**src/rtl/uart_cmd_parser_if.sv**
```systemverilog
// Command bus between the UART command parser and the register-access stage.
// The parser drives the command fields and the error pulse; the consumer
// drives cmd_ready.
interface uart_cmd_parser_if #(
  parameter int ADDR_NIB = 2,
  parameter int DATA_NIB = 2
);
  logic                  cmd_valid;
  logic                  cmd_ready;
  logic                  cmd_is_wr;
  logic [4*ADDR_NIB-1:0] cmd_addr;
  logic [4*DATA_NIB-1:0] cmd_wdata;
  logic                  cmd_err;

  modport master (
    output cmd_valid,
    output cmd_is_wr,
    output cmd_addr,
    output cmd_wdata,
    output cmd_err,
    input  cmd_ready
  );

  modport slave (
    input  cmd_valid,
    input  cmd_is_wr,
    input  cmd_addr,
    input  cmd_wdata,
    input  cmd_err,
    output cmd_ready
  );
endinterface

```
**src/rtl/uart_cmd_parser.sv**
```systemverilog
// ASCII command parser fed by the UART character decoder.
// Assembles "W AA DD<CR>" writes and "R AA<CR>" reads from one-cycle
// character strobes and offers them over a valid/ready handshake. Syntax
// errors and characters arriving while a command is pending raise a
// one-cycle cmd_err; after a syntax error the rest of the line is dropped.
module uart_cmd_parser #(
  parameter int ADDR_NIB = 2,
  parameter int DATA_NIB = 2
) (
  input  logic              clk,
  input  logic              rst_n,
  input  logic              dec_done,
  input  logic [3:0]        dec_out,
  input  logic              dec_write,
  input  logic              dec_read,
  input  logic              dec_space,
  input  logic              dec_cr,
  input  logic              dec_lf,
  input  logic              dec_fail,
  uart_cmd_parser_if.master cmd
);

  localparam int AW      = 4 * ADDR_NIB;
  localparam int DW      = 4 * DATA_NIB;
  localparam int MAX_NIB = (ADDR_NIB > DATA_NIB) ? ADDR_NIB : DATA_NIB;
  localparam int CNT_W   = $clog2(MAX_NIB + 1);

  localparam logic [CNT_W-1:0] ADDR_LIM = CNT_W'(ADDR_NIB);
  localparam logic [CNT_W-1:0] DATA_LIM = CNT_W'(DATA_NIB);

  localparam logic [2:0] IDLE    = 3'd0;
  localparam logic [2:0] OP_SP   = 3'd1;
  localparam logic [2:0] ADDR    = 3'd2;
  localparam logic [2:0] ADDR_SP = 3'd3;
  localparam logic [2:0] DATA    = 3'd4;
  localparam logic [2:0] ISSUE   = 3'd5;
  localparam logic [2:0] DISCARD = 3'd6;

  logic [2:0]       state_q, state_d;
  logic             is_wr_q, is_wr_d;
  logic [AW-1:0]    addr_q, addr_d;
  logic [DW-1:0]    wdata_q, wdata_d;
  logic [CNT_W-1:0] cnt_q, cnt_d;
  logic             valid_q, valid_d;
  logic             err_q, err_d;
  logic             syntax_err;

  // Character classes. A fail strobe overrides any other flag so a garbled
  // character can never be mistaken for a legal token.
  logic ch_any, ch_w, ch_r, ch_sp, ch_cr, ch_lf, ch_eol, ch_digit;

  assign ch_any   = dec_done;
  assign ch_w     = dec_done & ~dec_fail & dec_write;
  assign ch_r     = dec_done & ~dec_fail & dec_read;
  assign ch_sp    = dec_done & ~dec_fail & dec_space;
  assign ch_cr    = dec_done & ~dec_fail & dec_cr;
  assign ch_lf    = dec_done & ~dec_fail & dec_lf;
  assign ch_eol   = ch_cr | ch_lf;
  assign ch_digit = dec_done & ~(dec_fail | dec_write | dec_read |
                                 dec_space | dec_cr | dec_lf);

  // Next-state and next-output computation for one character (or none).
  always_comb begin
    // NOTE: every signal assigned here gets a default first, so no path
    // leaves it unassigned and no latch is inferred.
    state_d    = state_q;
    is_wr_d    = is_wr_q;
    addr_d     = addr_q;
    wdata_d    = wdata_q;
    cnt_d      = cnt_q;
    valid_d    = valid_q;
    err_d      = 1'b0;
    syntax_err = 1'b0;

    // Handshake completes regardless of any character in the same cycle.
    if (valid_q && cmd.cmd_ready) begin
      valid_d = 1'b0;
      wdata_d = '0;
      state_d = IDLE;
    end

    if (ch_any) begin
      case (state_q)
        IDLE: begin
          if (ch_w) begin
            is_wr_d = 1'b1;
            state_d = OP_SP;
          end else if (ch_r) begin
            is_wr_d = 1'b0;
            state_d = OP_SP;
          end else if (!(ch_sp || ch_eol)) begin
            syntax_err = 1'b1;
          end
        end

        OP_SP: begin
          if (ch_sp) begin
            addr_d  = '0;
            wdata_d = '0;   // keeps cmd_wdata at zero for a read
            cnt_d   = '0;
            state_d = ADDR;
          end else begin
            syntax_err = 1'b1;
          end
        end

        ADDR: begin
          if (ch_digit && (cnt_q != ADDR_LIM)) begin
            addr_d = (addr_q << 4) | AW'(dec_out);
            cnt_d  = cnt_q + 1'b1;
          end else if (ch_sp && (cnt_q == ADDR_LIM) && is_wr_q) begin
            state_d = ADDR_SP;
          end else if (ch_cr && (cnt_q == ADDR_LIM) && !is_wr_q) begin
            valid_d = 1'b1;
            state_d = ISSUE;
          end else begin
            syntax_err = 1'b1;
          end
        end

        ADDR_SP: begin
          // The first data digit is taken here, so DATA starts at count 1.
          if (ch_digit) begin
            wdata_d = DW'(dec_out);
            cnt_d   = CNT_W'(1);
            state_d = DATA;
          end else begin
            syntax_err = 1'b1;
          end
        end

        DATA: begin
          if (ch_digit && (cnt_q != DATA_LIM)) begin
            wdata_d = (wdata_q << 4) | DW'(dec_out);
            cnt_d   = cnt_q + 1'b1;
          end else if (ch_cr && (cnt_q == DATA_LIM)) begin
            valid_d = 1'b1;
            state_d = ISSUE;
          end else begin
            syntax_err = 1'b1;
          end
        end

        ISSUE: begin
          // Overrun: the character is dropped, the pending command is kept.
          if (!ch_lf) err_d = 1'b1;
        end

        DISCARD: begin
          if (ch_eol) state_d = IDLE;
        end

        default: state_d = IDLE;
      endcase
    end

    // A line end that is itself the offending character already resyncs.
    if (syntax_err) begin
      err_d   = 1'b1;
      state_d = ch_eol ? IDLE : DISCARD;
    end
  end

  // Parser state and registered outputs.
  always_ff @(posedge clk or negedge rst_n) begin
    if (!rst_n) begin
      state_q <= IDLE;
      is_wr_q <= 1'b0;
      addr_q  <= '0;
      wdata_q <= '0;
      cnt_q   <= '0;
      valid_q <= 1'b0;
      err_q   <= 1'b0;
    end else begin
      // NOTE: non-blocking assignments so every register takes its new
      // value together at the edge, independent of statement order.
      state_q <= state_d;
      is_wr_q <= is_wr_d;
      addr_q  <= addr_d;
      wdata_q <= wdata_d;
      cnt_q   <= cnt_d;
      valid_q <= valid_d;
      err_q   <= err_d;
    end
  end

  assign cmd.cmd_valid = valid_q;
  assign cmd.cmd_is_wr = is_wr_q;
  assign cmd.cmd_addr  = addr_q;
  assign cmd.cmd_wdata = wdata_q;
  assign cmd.cmd_err   = err_q;

endmodule
```
**src/flat_wrapper.sv**
```systemverilog
// flat-port wrapper written by rule: the top's interface ports become plain ports
module uart_cmd_parser_flat 
#(
  parameter int ADDR_NIB = 2,
  parameter int DATA_NIB = 2
)
  (clk, rst_n, dec_done, dec_out, dec_write, dec_read, dec_space, dec_cr, dec_lf, dec_fail, cmd_cmd_valid, cmd_cmd_is_wr, cmd_cmd_addr, cmd_cmd_wdata, cmd_cmd_err, cmd_cmd_ready);
  uart_cmd_parser_if #(.ADDR_NIB(ADDR_NIB), .DATA_NIB(DATA_NIB)) cmd_i ();
  input  logic clk;
  input  logic rst_n;
  input  logic dec_done;
  input  logic [3:0] dec_out;
  input  logic dec_write;
  input  logic dec_read;
  input  logic dec_space;
  input  logic dec_cr;
  input  logic dec_lf;
  input  logic dec_fail;
  output wire logic [$bits(cmd_i.cmd_valid)-1:0] cmd_cmd_valid;
  output wire logic [$bits(cmd_i.cmd_is_wr)-1:0] cmd_cmd_is_wr;
  output wire logic [$bits(cmd_i.cmd_addr)-1:0] cmd_cmd_addr;
  output wire logic [$bits(cmd_i.cmd_wdata)-1:0] cmd_cmd_wdata;
  output wire logic [$bits(cmd_i.cmd_err)-1:0] cmd_cmd_err;
  input wire logic [$bits(cmd_i.cmd_ready)-1:0] cmd_cmd_ready;
  assign cmd_cmd_valid = cmd_i.cmd_valid;
  assign cmd_cmd_is_wr = cmd_i.cmd_is_wr;
  assign cmd_cmd_addr = cmd_i.cmd_addr;
  assign cmd_cmd_wdata = cmd_i.cmd_wdata;
  assign cmd_cmd_err = cmd_i.cmd_err;
  assign cmd_i.cmd_ready = cmd_cmd_ready;
  uart_cmd_parser #(.ADDR_NIB(ADDR_NIB), .DATA_NIB(DATA_NIB)) u_core (.clk(clk), .rst_n(rst_n), .dec_done(dec_done), .dec_out(dec_out), .dec_write(dec_write), .dec_read(dec_read), .dec_space(dec_space), .dec_cr(dec_cr), .dec_lf(dec_lf), .dec_fail(dec_fail), .cmd(cmd_i));
endmodule
```
**config.mk**
```make
export PLATFORM = sky130hd
export DESIGN_NAME = uart_cmd_parser_flat
export DESIGN_NICKNAME = d
export VERILOG_FILES = /design/src/rtl/uart_cmd_parser_if.sv /design/src/rtl/uart_cmd_parser.sv /design/src/flat_wrapper.sv
export SDC_FILE = /design/constraint.sdc
export NUM_CORES = 1
export LEC_CHECK = 0
export CAP_MARGIN = 5
export CORE_MARGIN = 1.5
export CORE_UTILIZATION = 40
export DETAILED_ROUTE_END_ITERATION = 12
export DONT_BUFFER_PORTS = 1
export PLACE_DENSITY = 0.52
export SLEW_MARGIN = 25
export SYNTH_ARGS = -nofsm -noshare
export SYNTH_HDL_FRONTEND = slang
export SYNTH_SLANG_ARGS = --single-unit
```
**constraint.sdc**
```tcl
create_clock -name clk -period 4.83 [get_ports clk]
set_clock_uncertainty 0.2 [all_clocks]
set_input_delay 0.7245 -clock clk [delete_from_list [all_inputs] [get_ports clk]]
set_output_delay 0.7245 -clock clk [all_outputs]
set_load 0.02 [all_outputs]
```
==> results of run 1 <==
## what timing repair did
| item | in CTS | in global routing |
|---|---|---|
| endpoints found under the hold margin | 24 | 0 |
| hold buffers | 2 | 0 |
| setup buffers | 0 | 0 |
## synthesized netlist by cell type, drive strengths merged (4+ instances only)
cell / n / area share [%]
a21oi: 4 / 1.7
a22o: 9 / 5.5
buf: 4 / 1.4
dfrtp: 24 / 42
inv: 6 / 1.6
nand2: 26 / 6.8
nand2b: 4 / 1.7
nand3: 5 / 1.7
nor2: 7 / 2.0
nor2b: 7 / 3.1
nor3: 4 / 1.4
o21ai: 14 / 4.9
## cell families after synthesis
group,share of synthesized area [%]
flip-flops,41.85
adder cells (fa/ha/maj),0.8717
buffers and inverters,3.487
multiplexers,2.877
AO/OA/AOI/OAI,23.63
AND/OR/NAND/NOR,27.29
## final timing paths
path                            startpoint                       to  slack, ns  cells past startpoint
max in group asynchronous            rst_n   u_core.cmd.cmd_addr[5]       3.63                      2
hold / removal             u_core.cnt_q[1]          u_core.cnt_q[1]       0.33                      2
hold reg to reg            u_core.cnt_q[1]          u_core.cnt_q[1]       0.33                      2
setup / recovery           u_core.cnt_q[0]  u_core.cmd.cmd_wdata[2]       2.55                      7
setup reg to reg           u_core.cnt_q[0]  u_core.cmd.cmd_wdata[2]       2.55                      7
min in group asynchronous            rst_n        u_core.state_q[1]       0.65                      2
## area by class of cell
cell class              count  area (um^2)
well taps                  46        57.56
flip-flops and latches     24        600.6
repair buffers              2        30.03
clock buffers               4        36.28
inverters                   6        22.52
fillers                   333         1858
multi-input cells         120        784.5
## stage by stage
step                instance area (um^2)  hold WS, ns  utilization, %
finish                              1531       0.3278           45.18
floorplan                           1435       0.2289               -
global placement                    1465       0.2294           43.23
detailed placement                  1465       0.2295           43.23
CTS                                 1531       0.3283           45.18
global route                        1531       0.3025           45.18
## state kept, by name, indices dropped and copies added, names as in the netlist
register and count:
u_core.state_q 3, u_core.cnt_q 2, u_core.cmd.cmd_is_wr 1, u_core.cmd.cmd_valid 1, u_core.cmd.cmd_wdata 8, u_core.cmd.cmd_addr 8
u_core.cmd.cmd_err 1
## metal layers
layer / global-route usage [%] / up-vias / routed length [um]
li1: - / 573 / -
met4: 2.500 / 0 / 17
met5: 0 / - / 0
met1: 26.45 / 579 / 1694
met3: 5.946 / 2 / 196
met2: 29.79 / 29 / 1625
## report_power, final
group / switching, mW / total [mW] / internal, mW / leakage (nW)
clock network: 0.0568 / 0.103 / 0.0460 / 0.0210
registers: 0.0822 / 0.314 / 0.232 / 0.321
logic: 0.116 / 0.202 / 0.0859 / 0.288
## critical path, delay by kind of cell (launching register included)
| family | cells | cell delay, ns |
|---|---|---|
| AO/OA/AOI/OAI | 3 | 0.73 |
| flip-flops | 1 | 0.42 |
| AND/OR/NAND/NOR | 1 | 0.36 |
| adder cells (fa/ha/maj) | 1 | 0.30 |
| buffers and inverters | 2 | 0.17 |
==> key figures, run 1 <==
Final layout
  – Share of cells above drive strength 1: 8.333%
  – Commonest non-fill, non-tap cells in the layout: 26 x nand2_1, 24 x dfrtp_1, 13 x o21ai_0, 9 x a22o_1, 7 x nor2b_1
  – Post-route insts no fill: 202
  – Layout area overhead: 6.713%
  – ANT cells: 0
  – Commonest non-fill, non-tap cell in the layout: nand2_1
  – Fin nets: 172

Timing
  – Max Transition Viols Final: 0
  – RSZ-0062 raised after global routing: false
  – Fin. Hold Viols: 0
  – Setup TNS: 0 ns
  – # setup viols final: 0
  – Tmin final: 2.277 ns
  – Worst Setup Slack, final: 2.553 ns
  – Final Cycle Share: 47.14%
  – F_max: 439.2 MHz
  – Slew Limit Headroom: 58.33%
  – Slew @ Worst Pin: 0.6251 ns

Critical path
  – Worst Setup Start Kind: flop
  – Crit-path max FO: 8
  – Worst Setup End Kind: flop
  – Worst endpoint required time: 4.84 ns
  – Most common cell on crit path: inv_1
  – CP Cell Sequence: inv_1 -> ha_1 -> nor4b_1 -> inv_1 -> o21ai_0 -> o22ai_4 -> a22o_1
  – CP max stage cell: dfrtp_1
  – Critical Path AT: 2.29 ns
  – Setup CP Type: reg -> reg
  – CP max stage delay: 0.42 ns

Logic synthesis
  – Syn_nets: 171
  – Synth Flop Type: dfrtp_1
  – Post-Syn Area per Cell: 9.200 um^2
  – Unique masters post-synth: 43
  – Mapped Area: 1435 um^2
  – Yosys warns: 0
  – Sequential share of the synthesized area: 41.85%
  – Async set or reset register ratio after synthesis: 100.0%
  – Number of synthesized flops with an enable pin: 0
  – Yosys reg bits: 24
  – Post-Synthesis Cells: 156

CTS
  – H-tree depth: 1
  – Inserted Clock Buffers: 3
  – CTS resizes: 0
  – CTS max path bufs: 2
  – Worst-path clk slew: 0.12 ns
  – CTS tree: done
  – Clk_lat worst skew: 0.31 ns
  – Number of clock sinks: 24
  – Root Driver: clkbuf_4

Placement
  – Routability Congestion: 0.8106
  – Cell Count Post-Placement: 196
  – Pre-CTS worst setup slack: 2.392 ns
  – # port buffers: 0
  – Post-DP HPWL: 2.605 mm

Die
  – Die Y: 62.90 um
  – Die Area: 3956 um^2
  – Ports: 33
  – Initial core utilization: 42.34%
  – Row cnt: 21
  – Die X: 62.90 um
  – Core ar.: 3390 um^2

Flow run
  – MaxCap Viol Count: 0

Global route
  – Vias in the first global route: 1,184
  – GRT Total Usage: 19.04%
  – Antenna violations before repair: 0
  – Global-route wire length before repair: 6.023 mm
  – Total grt overflow: 0
  – Pin count of the biggest net entering global routing: 25

Route
  – DR vias/cell: 5.856
  – Drt drc: 0
  – Routed length per instance: 17.49 um
  – Drt initial violations: 54
  – Total number of vias: 1,183
  – Initial DRT Pass Iterations: 4
  – WL final: 3.533 mm
  – Antenna viol nets, final: 0

Pwr
  – Peak supply drop: 0.2154 mV
  – Pwr/cell area: 404.0 nW/um^2
  – Total power: 0.6188 mW
  – Leakage: 0.6297 nW

Hold path
  – Hold Crit Class: reg -> reg

Outcome
  – Status: complete, no violations
Power figures use the tool's default switching activity.
==> inputs of run 2 (changes only) <==
==> constraint.sdc (replaced) <==
create_clock -name clk -period 2.3 [get_ports clk]
set_clock_uncertainty 0.2 [all_clocks]
set_input_delay 0.345 -clock clk [delete_from_list [all_inputs] [get_ports clk]]
set_output_delay 0.345 -clock clk [all_outputs]
set_load 0.02 [all_outputs]
==> run 2 against run 1 <==
  * First-iteration DRC count grew 22%
  * Final cell count grew 6.4%
  * Global-route usage shrank 1.4 points
  * Worst setup slack lost 2.4 ns
  * Sequential power grew 88%
  * Wire length shrank 3.9%
  * Non-clock buffer count grew 13
  * Fmax grew 7.0%
  * Hold slack lost 0.29 ns
  * Sequential share of layout area shrank 2.9 points
  * Clock power grew 100%
  * Critical path type unchanged
  * Critical endpoint is now u_core.cmd.cmd_is_wr
  * Largest power group unchanged
==> key figures, run 2 (synthesized netlist as in run 1, its figures left out) <==
Die
  – Row cnt: 21 (unchanged)
  – Core ar.: 3390 um^2 (unchanged)
  – Die X: 62.90 um (unchanged)
  – Ports: 33 (unchanged)
  – Die Area: 3956 um^2 (unchanged)
  – Initial core utilization: 42.34% (unchanged)
  – Die Y: 62.90 um (unchanged)

Critical path
  – CP max stage delay: 0.55 ns (+0.13 ns)
  – FF-to-FF End: u_core.cmd.cmd_is_wr
  – Reg2Reg Setup Slack: 0.17 ns (-2.38 ns)
  – CP max stage cell: dlygate4sd3_1
  – Cell family with most CP delay: buffers and inverters
  – R2R depth: 6 (-1)
  – Crit-path max FO: 19 (+11)
  – Worst endpoint required time: 2.30 ns (-2.54 ns)
  – Reg2reg start: u_core.state_q[0]
  – CP Cell Sequence: buf_4 -> nor3_1 -> and3_1 -> nand2_1 -> a22o_1 -> dlygate4sd3_1
  – Worst path buffer plus inverter count: 2 (unchanged)
  – Worst Setup End Kind: flop
  – Critical Path AT: 2.13 ns (-0.16 ns)
  – Setup CP Type: reg -> reg
  – Worst Setup Start Kind: flop

Pwr
  – Leakage: 0.6912 nW (+9.8%)
  – Peak supply drop: 0.4696 mV (+120%)
  – Pwr/cell area: 817.1 nW/um^2 (+100%)

Timing
  – Slew Limit Headroom: 70.94% (+13 points)
  – F_max: 470.2 MHz (+7.0%)
  – Slew @ Worst Pin: 0.4359 ns (-0.1891 ns)
  – Worst hold margin: 0.03585 ns (-0.2919 ns)
  – Final Cycle Share: 92.47% (+45 points)
  – # setup viols final: 0 (unchanged)
  – Max Transition Viols Final: 0 (unchanged)
  – Fin. Hold Viols: 0 (unchanged)
  – Tmin final: 2.127 ns (-0.1499 ns)
  – RSZ-0062 raised after global routing: false
  – Worst Setup Slack, final: 0.1732 ns (-2.380 ns)
  – Setup TNS: 0 ns (unchanged)

CTS
  – CTS tree: done
  – Inserted Clock Buffers: 3 (unchanged)
  – H-tree depth: 1 (unchanged)
  – CTS max path bufs: 2 (unchanged)
  – Root Driver: clkbuf_4
  – Worst-path clk slew: 0.12 ns (about the same)
  – Clk_lat worst skew: 0.30 ns (about the same)
  – Number of clock sinks: 24 (unchanged)

Global route
  – Global-route wire length before repair: 5.616 mm (-6.8%)
  – Pin count of the biggest net entering global routing: 25 (unchanged)
  – GRT Total Usage: 17.66% (-1.4 points)
  – Total grt overflow: 0 (unchanged)
  – Vias in the first global route: 1,158 (-2.2%)
  – Antenna violations before repair: 0 (unchanged)

Hold path
  – Worst Hold Endpoint: u_core.cmd.cmd_err
  – Hold Crit Class: in -> reg
  – Hold Startpoint: dec_fail
  – Hold Path Cell Cnt: 2 (unchanged)

Route
  – DR vias/cell: 5.665 (-3.3%)
  – Antenna viol nets, final: 0 (unchanged)
  – Total number of vias: 1,218 (+3.0%)
  – Routed length per instance: 15.80 um (-9.7%)
  – WL final: 3.396 mm (-3.9%)
  – Drt drc: 0 (unchanged)
  – Drt initial violations: 66 (+22%)
  – Initial DRT Pass Iterations: 4 (unchanged)

Final layout
  – ANT cells: 0 (unchanged)
  – Final Core Density: 48.84% (+3.7 points)
  – Multi-input combinational cell area: 790.8 um^2 (+0.80%)
  – Commonest non-fill, non-tap cells in the layout: 26 x nand2_1, 24 x dfrtp_1, 13 x o21ai_0, 9 x a22o_1, 9 x dlygate4sd3_1
  – Commonest non-fill, non-tap cell in the layout: nand2_1
  – Share of cells above drive strength 1: 11.24% (+2.9 points)
  – Fin nets: 185 (+7.6%)
  – Filler instances: 317 (-4.8%)
  – Layout area overhead: 15.34%
  – FF+latch area: 600.6 um^2 (unchanged)

Placement
  – Post-DP HPWL: 2.559 mm (-1.8%)
  – Pre-CTS worst setup slack: 0.1477 ns (-2.244 ns)
  – Routability Congestion: 0.8170 (+0.79%)
  – # port buffers: 0 (unchanged)

Flow run
  – MaxCap Viol Count: 0 (unchanged)

Outcome
  – Status: complete, no violations
run 2: changes by cell type in the layout (fill, tap and decap cells not counted), sizes merged:
cell | before | now
dlygate4sd3 | 1 | 9
buf | 1 | 6
run 2: layout make-up:
| cell class | instances | share of cell area (%) |
|---|---|---|
| tap | 46 | 3.477 |
| sequential | 24 | 36.28 |
| clock buffer | 4 | 2.192 |
| multi-input combinational | 120 | 47.77 |
| inverter | 6 | 1.361 |
| timing repair buffer | 15 | 8.919 |
run 2: how the worst max path moves through the flow:
stage	start	endpoint	cells after the start
after floorplan	u_core.cnt_q[0]	u_core.cmd.cmd_wdata[0]	7
after global placement	u_core.cnt_q[0]	u_core.cmd.cmd_wdata[0]	7
after detailed placement	u_core.cnt_q[0]	u_core.cmd.cmd_wdata[2]	7
after CTS	u_core.cnt_q[0]	u_core.cmd.cmd_wdata[2]	7
after global routing	u_core.cnt_q[0]	u_core.cmd.cmd_wdata[1]	7
final	u_core.state_q[0]	u_core.cmd.cmd_is_wr	6
run 2: repair_timing:
| item | in CTS | in global routing |
|---|---|---|
| resized for setup | 0 | 1 |
| hold buffers | 10 | 0 |
| endpoints found under the hold margin | 35 | 0 |
| endpoints found under the setup margin | 0 | 8 |
| buffers inserted | 0 | 0 |
run 2: report_power, final:
group	switching (mW)	total, mW	internal, mW
Clock	0.114	0.211	0.0965
Combinational	0.312	0.552	0.240
Sequential	0.102	0.590	0.488
run 2: per-stage QoR:
step	total power [mW]	cells	area [um^2]
3_3_place_gp	1.100	201	1503
3_5_place_dp	1.103	201	1503
4_1_cts	1.362	215	1649
2_1_floorplan	0.9672	156	1435
6_report	1.353	215	1655
5_1_grt	1.455	215	1655
run 2: layer usage:
layer | vias to the layer above | share of wire [%] | track usage [%]
met5 | - | 0 | 0
met3 | 2 | 6.7 | 4.324
met1 | 571 | 47 | 25.26
met4 | 0 | 0.38 | 2.500
met2 | 42 | 46 | 27.66
li1 | 603 | - | -
==> inputs of run 3 (changes only) <==
--- a/config.mk
+++ b/config.mk
@@ -7,10 +7,11 @@
 export LEC_CHECK = 0
 export CAP_MARGIN = 5
 export CORE_MARGIN = 1.5
-export CORE_UTILIZATION = 40
+export CORE_UTILIZATION = 35
 export DETAILED_ROUTE_END_ITERATION = 12
 export DONT_BUFFER_PORTS = 1
-export PLACE_DENSITY = 0.52
+export GPL_ROUTABILITY_DRIVEN = 1
+export PLACE_DENSITY = 0.47
 export SLEW_MARGIN = 25
 export SYNTH_ARGS = -nofsm -noshare
 export SYNTH_HDL_FRONTEND = slang
==> run 3 against run 2 <==
  * Sequential power barely moved
  * Combinational power fell by 4%
  * Hold slack got worse by 0.017 ns
  * Critical endpoint is now u_core.state_q[1]
  * Clock power rose by 9%
  * Wire length rose by 0.44%
  * Worst setup slack improved by 0.053 ns
  * Global-route usage fell by 1.5 points
  * Critical path depth rose by 1
  * Total power rose by 0.14%
  * Fmax rose by 2.6%
==> key figures, run 3 (synthesized netlist as in run 1, its figures left out) <==
Final layout
  – FF+latch area: 600.6 um^2 (unchanged)
  – Layout area overhead: 10.64%
  – Multi-input combinational cell area: 790.8 um^2 (unchanged)
  – Commonest non-fill, non-tap cell in the layout: nand2_1
  – Commonest non-fill, non-tap cells in the layout: 26 x nand2_1, 24 x dfrtp_1, 13 x o21ai_0, 9 x a22o_1, 7 x nor2b_1
  – ANT cells: 0 (unchanged)
  – Fin nets: 179 (-3.2%)
  – Filler instances: 418 (+32%)
  – Share of cells above drive strength 1: 11.73% (+0.49 points)

Die
  – Die Y: 67.04 um (+6.6%)
  – Die X: 67.04 um (+6.6%)
  – Initial core utilization: 36.14% (-6.2 points)
  – Die Area: 4494 um^2 (+14%)
  – Ports: 33 (unchanged)
  – Core ar.: 3971 um^2 (+17%)
  – Row cnt: 23 (+9.5%)

Critical path
  – R2R depth: 7 (+1)
  – CP max stage delay: 0.40 ns (-0.15 ns)
  – Setup CP Type: reg -> reg
  – Worst Setup End Kind: flop
  – Critical Path AT: 2.04 ns (-0.09 ns)
  – CP max stage cell: dfrtp_1
  – CP Cell Sequence: inv_1 -> ha_1 -> buf_4 -> nor4_1 -> nor4b_1 -> a21oi_2 -> mux2i_1
  – Worst Setup Start Kind: flop
  – Crit-path max FO: 7 (-12)
  – Worst endpoint required time: 2.27 ns (-0.03 ns)

Route
  – WL final: 3.411 mm (+0.44%)
  – Routed length per instance: 16.09 um (+1.9%)
  – Drt drc: 0 (unchanged)
  – Antenna viol nets, final: 0 (unchanged)
  – Total number of vias: 1,205 (-1.1%)
  – Drt initial violations: 86 (+30%)
  – DR vias/cell: 5.684 (+0.33%)
  – Initial DRT Pass Iterations: 4 (unchanged)

Timing
  – F_max: 482.2 MHz (+2.6%)
  – Setup TNS: 0 ns (unchanged)
  – Final Cycle Share: 90.17% (-2.3 points)
  – Fin. Hold Viols: 0 (unchanged)
  – Tmin final: 2.074 ns (-0.05298 ns)
  – Worst hold margin: 0.01881 ns (-0.01704 ns)
  – Slew Limit Headroom: 65.96% (-5.0 points)
  – RSZ-0062 raised after global routing: false
  – # setup viols final: 0 (unchanged)
  – Max Transition Viols Final: 0 (unchanged)
  – Slew @ Worst Pin: 0.5106 ns (+0.07469 ns)

CTS
  – Inserted Clock Buffers: 3 (unchanged)
  – H-tree depth: 1 (unchanged)
  – CTS max path bufs: 2 (unchanged)
  – Worst-path clk slew: 0.07 ns (-0.05 ns)
  – Number of clock sinks: 24 (unchanged)
  – Root Driver: clkbuf_8
  – Clk_lat worst skew: 0.25 ns (-0.05 ns)
  – CTS tree: done

Hold path
  – Hold Crit Class: in -> reg
  – Hold Path Cell Cnt: 1 (-1)

Global route
  – Pin count of the biggest net entering global routing: 25 (unchanged)
  – M2 GR Usage: 23.51% (-4.1 points)
  – Antenna violations before repair: 0 (unchanged)
  – Total grt overflow: 0 (unchanged)
  – Vias in the first global route: 1,155 (-0.26%)
  – Global-route wire length before repair: 5.561 mm (-0.98%)
  – GRT Total Usage: 16.13% (-1.5 points)
  – Met3 GRT Util: 4.054% (-0.27 points)
  – GRT Max-Usage Layer: met1
  – Grt met1 use: 23.55% (-1.7 points)

Pwr
  – Switching Share: 39.05% (about the same)
  – Clk network pwr share: 17.0% (+1.4 points)
  – Total power: 1.354 mW (+0.14%)
  – Leakage: 0.6616 nW (-4.3%)
  – Int Power: 0.8255 mW (+0.14%)
  – Reg power frac: 43.7% (about the same)
  – Pwr/cell area: 853.1 nW/um^2 (+4.4%)
  – Peak supply drop: 0.3257 mV (-31%)
  – Switching pwr: 0.5289 mW (+0.14%)
  – Comb power frac: 39.3% (-1.5 points)

Placement
  – Routability Congestion: 0.8881 (+8.7%)
  – # port buffers: 0 (unchanged)
  – Post-DP HPWL: 2.565 mm (+0.24%)

Outcome
  – Status: complete, no violations

Flow run
  – MaxCap Viol Count: 0 (unchanged)
-- run 3: final timing paths --
path,to,slack (ns),from
min reg2reg,u_core.cnt_q[1],0.31,u_core.cnt_q[1]
max,u_core.state_q[1],0.23,u_core.cnt_q[0]
min,u_core.cmd.cmd_wdata[0],0.02,dec_out[0]
max reg2reg,u_core.state_q[1],0.23,u_core.cnt_q[0]
max in group asynchronous,u_core.cmd.cmd_addr[0],1.14,rst_n
min in group asynchronous,u_core.cmd.cmd_valid,0.42,rst_n
-- run 3: layout make-up --
| cell class | instances | share of cell area [%] |
|---|---|---|
| multi-input combinational | 120 | 49.80 |
| sequential | 24 | 37.83 |
| timing repair buffer | 9 | 4.413 |
| tap | 50 | 3.940 |
| clock buffer | 3 | 2.600 |
| inverter | 6 | 1.418 |
-- run 3: routing by layer --
metal,wire [um],share of wire (%)
met5,0,0
met4,32,0.94
met3,189,5.5
met2,1593,47
met1,1595,47
-- run 3: per-stage QoR --
step	cell area [um^2]	cells	setup slack [ns]	util, %
after CTS	1567	210	0.1215	39.45
after global placement	1515	206	0.1382	38.15
after global routing	1588	212	0.03147	39.98
after detailed placement	1515	206	0.1341	38.15
final	1588	212	0.2262	39.98
after floorplan	1435	156	0.2440	-
-- run 3: repair_timing --
item,in CTS,in global routing
buffers inserted,0,0
endpoints found under the setup margin,0,8
hold endpoints to repair,24,25
hold buffers,1,2
gates resized for setup,0,1
-- run 3: power groups by stage --
stage,Clock [mW],Sequential [mW],Combinational (mW)
after CTS,0.239,0.588,0.527
after global routing,0.263,0.598,0.592
after floorplan,0,0.598,0.369
final,0.230,0.592,0.532
after detailed placement,0,0.597,0.515
after global placement,0,0.594,0.521
-- run 3: worst max-delay path, delay by kind of cell (launching register included) --
kind            cells  cell delay [ns]
fa+ha+maj           1             0.22
buf+inv             2             0.22
compound gates      1             0.29
mux                 1             0.26
flops               1             0.40
simple gates        2             0.40
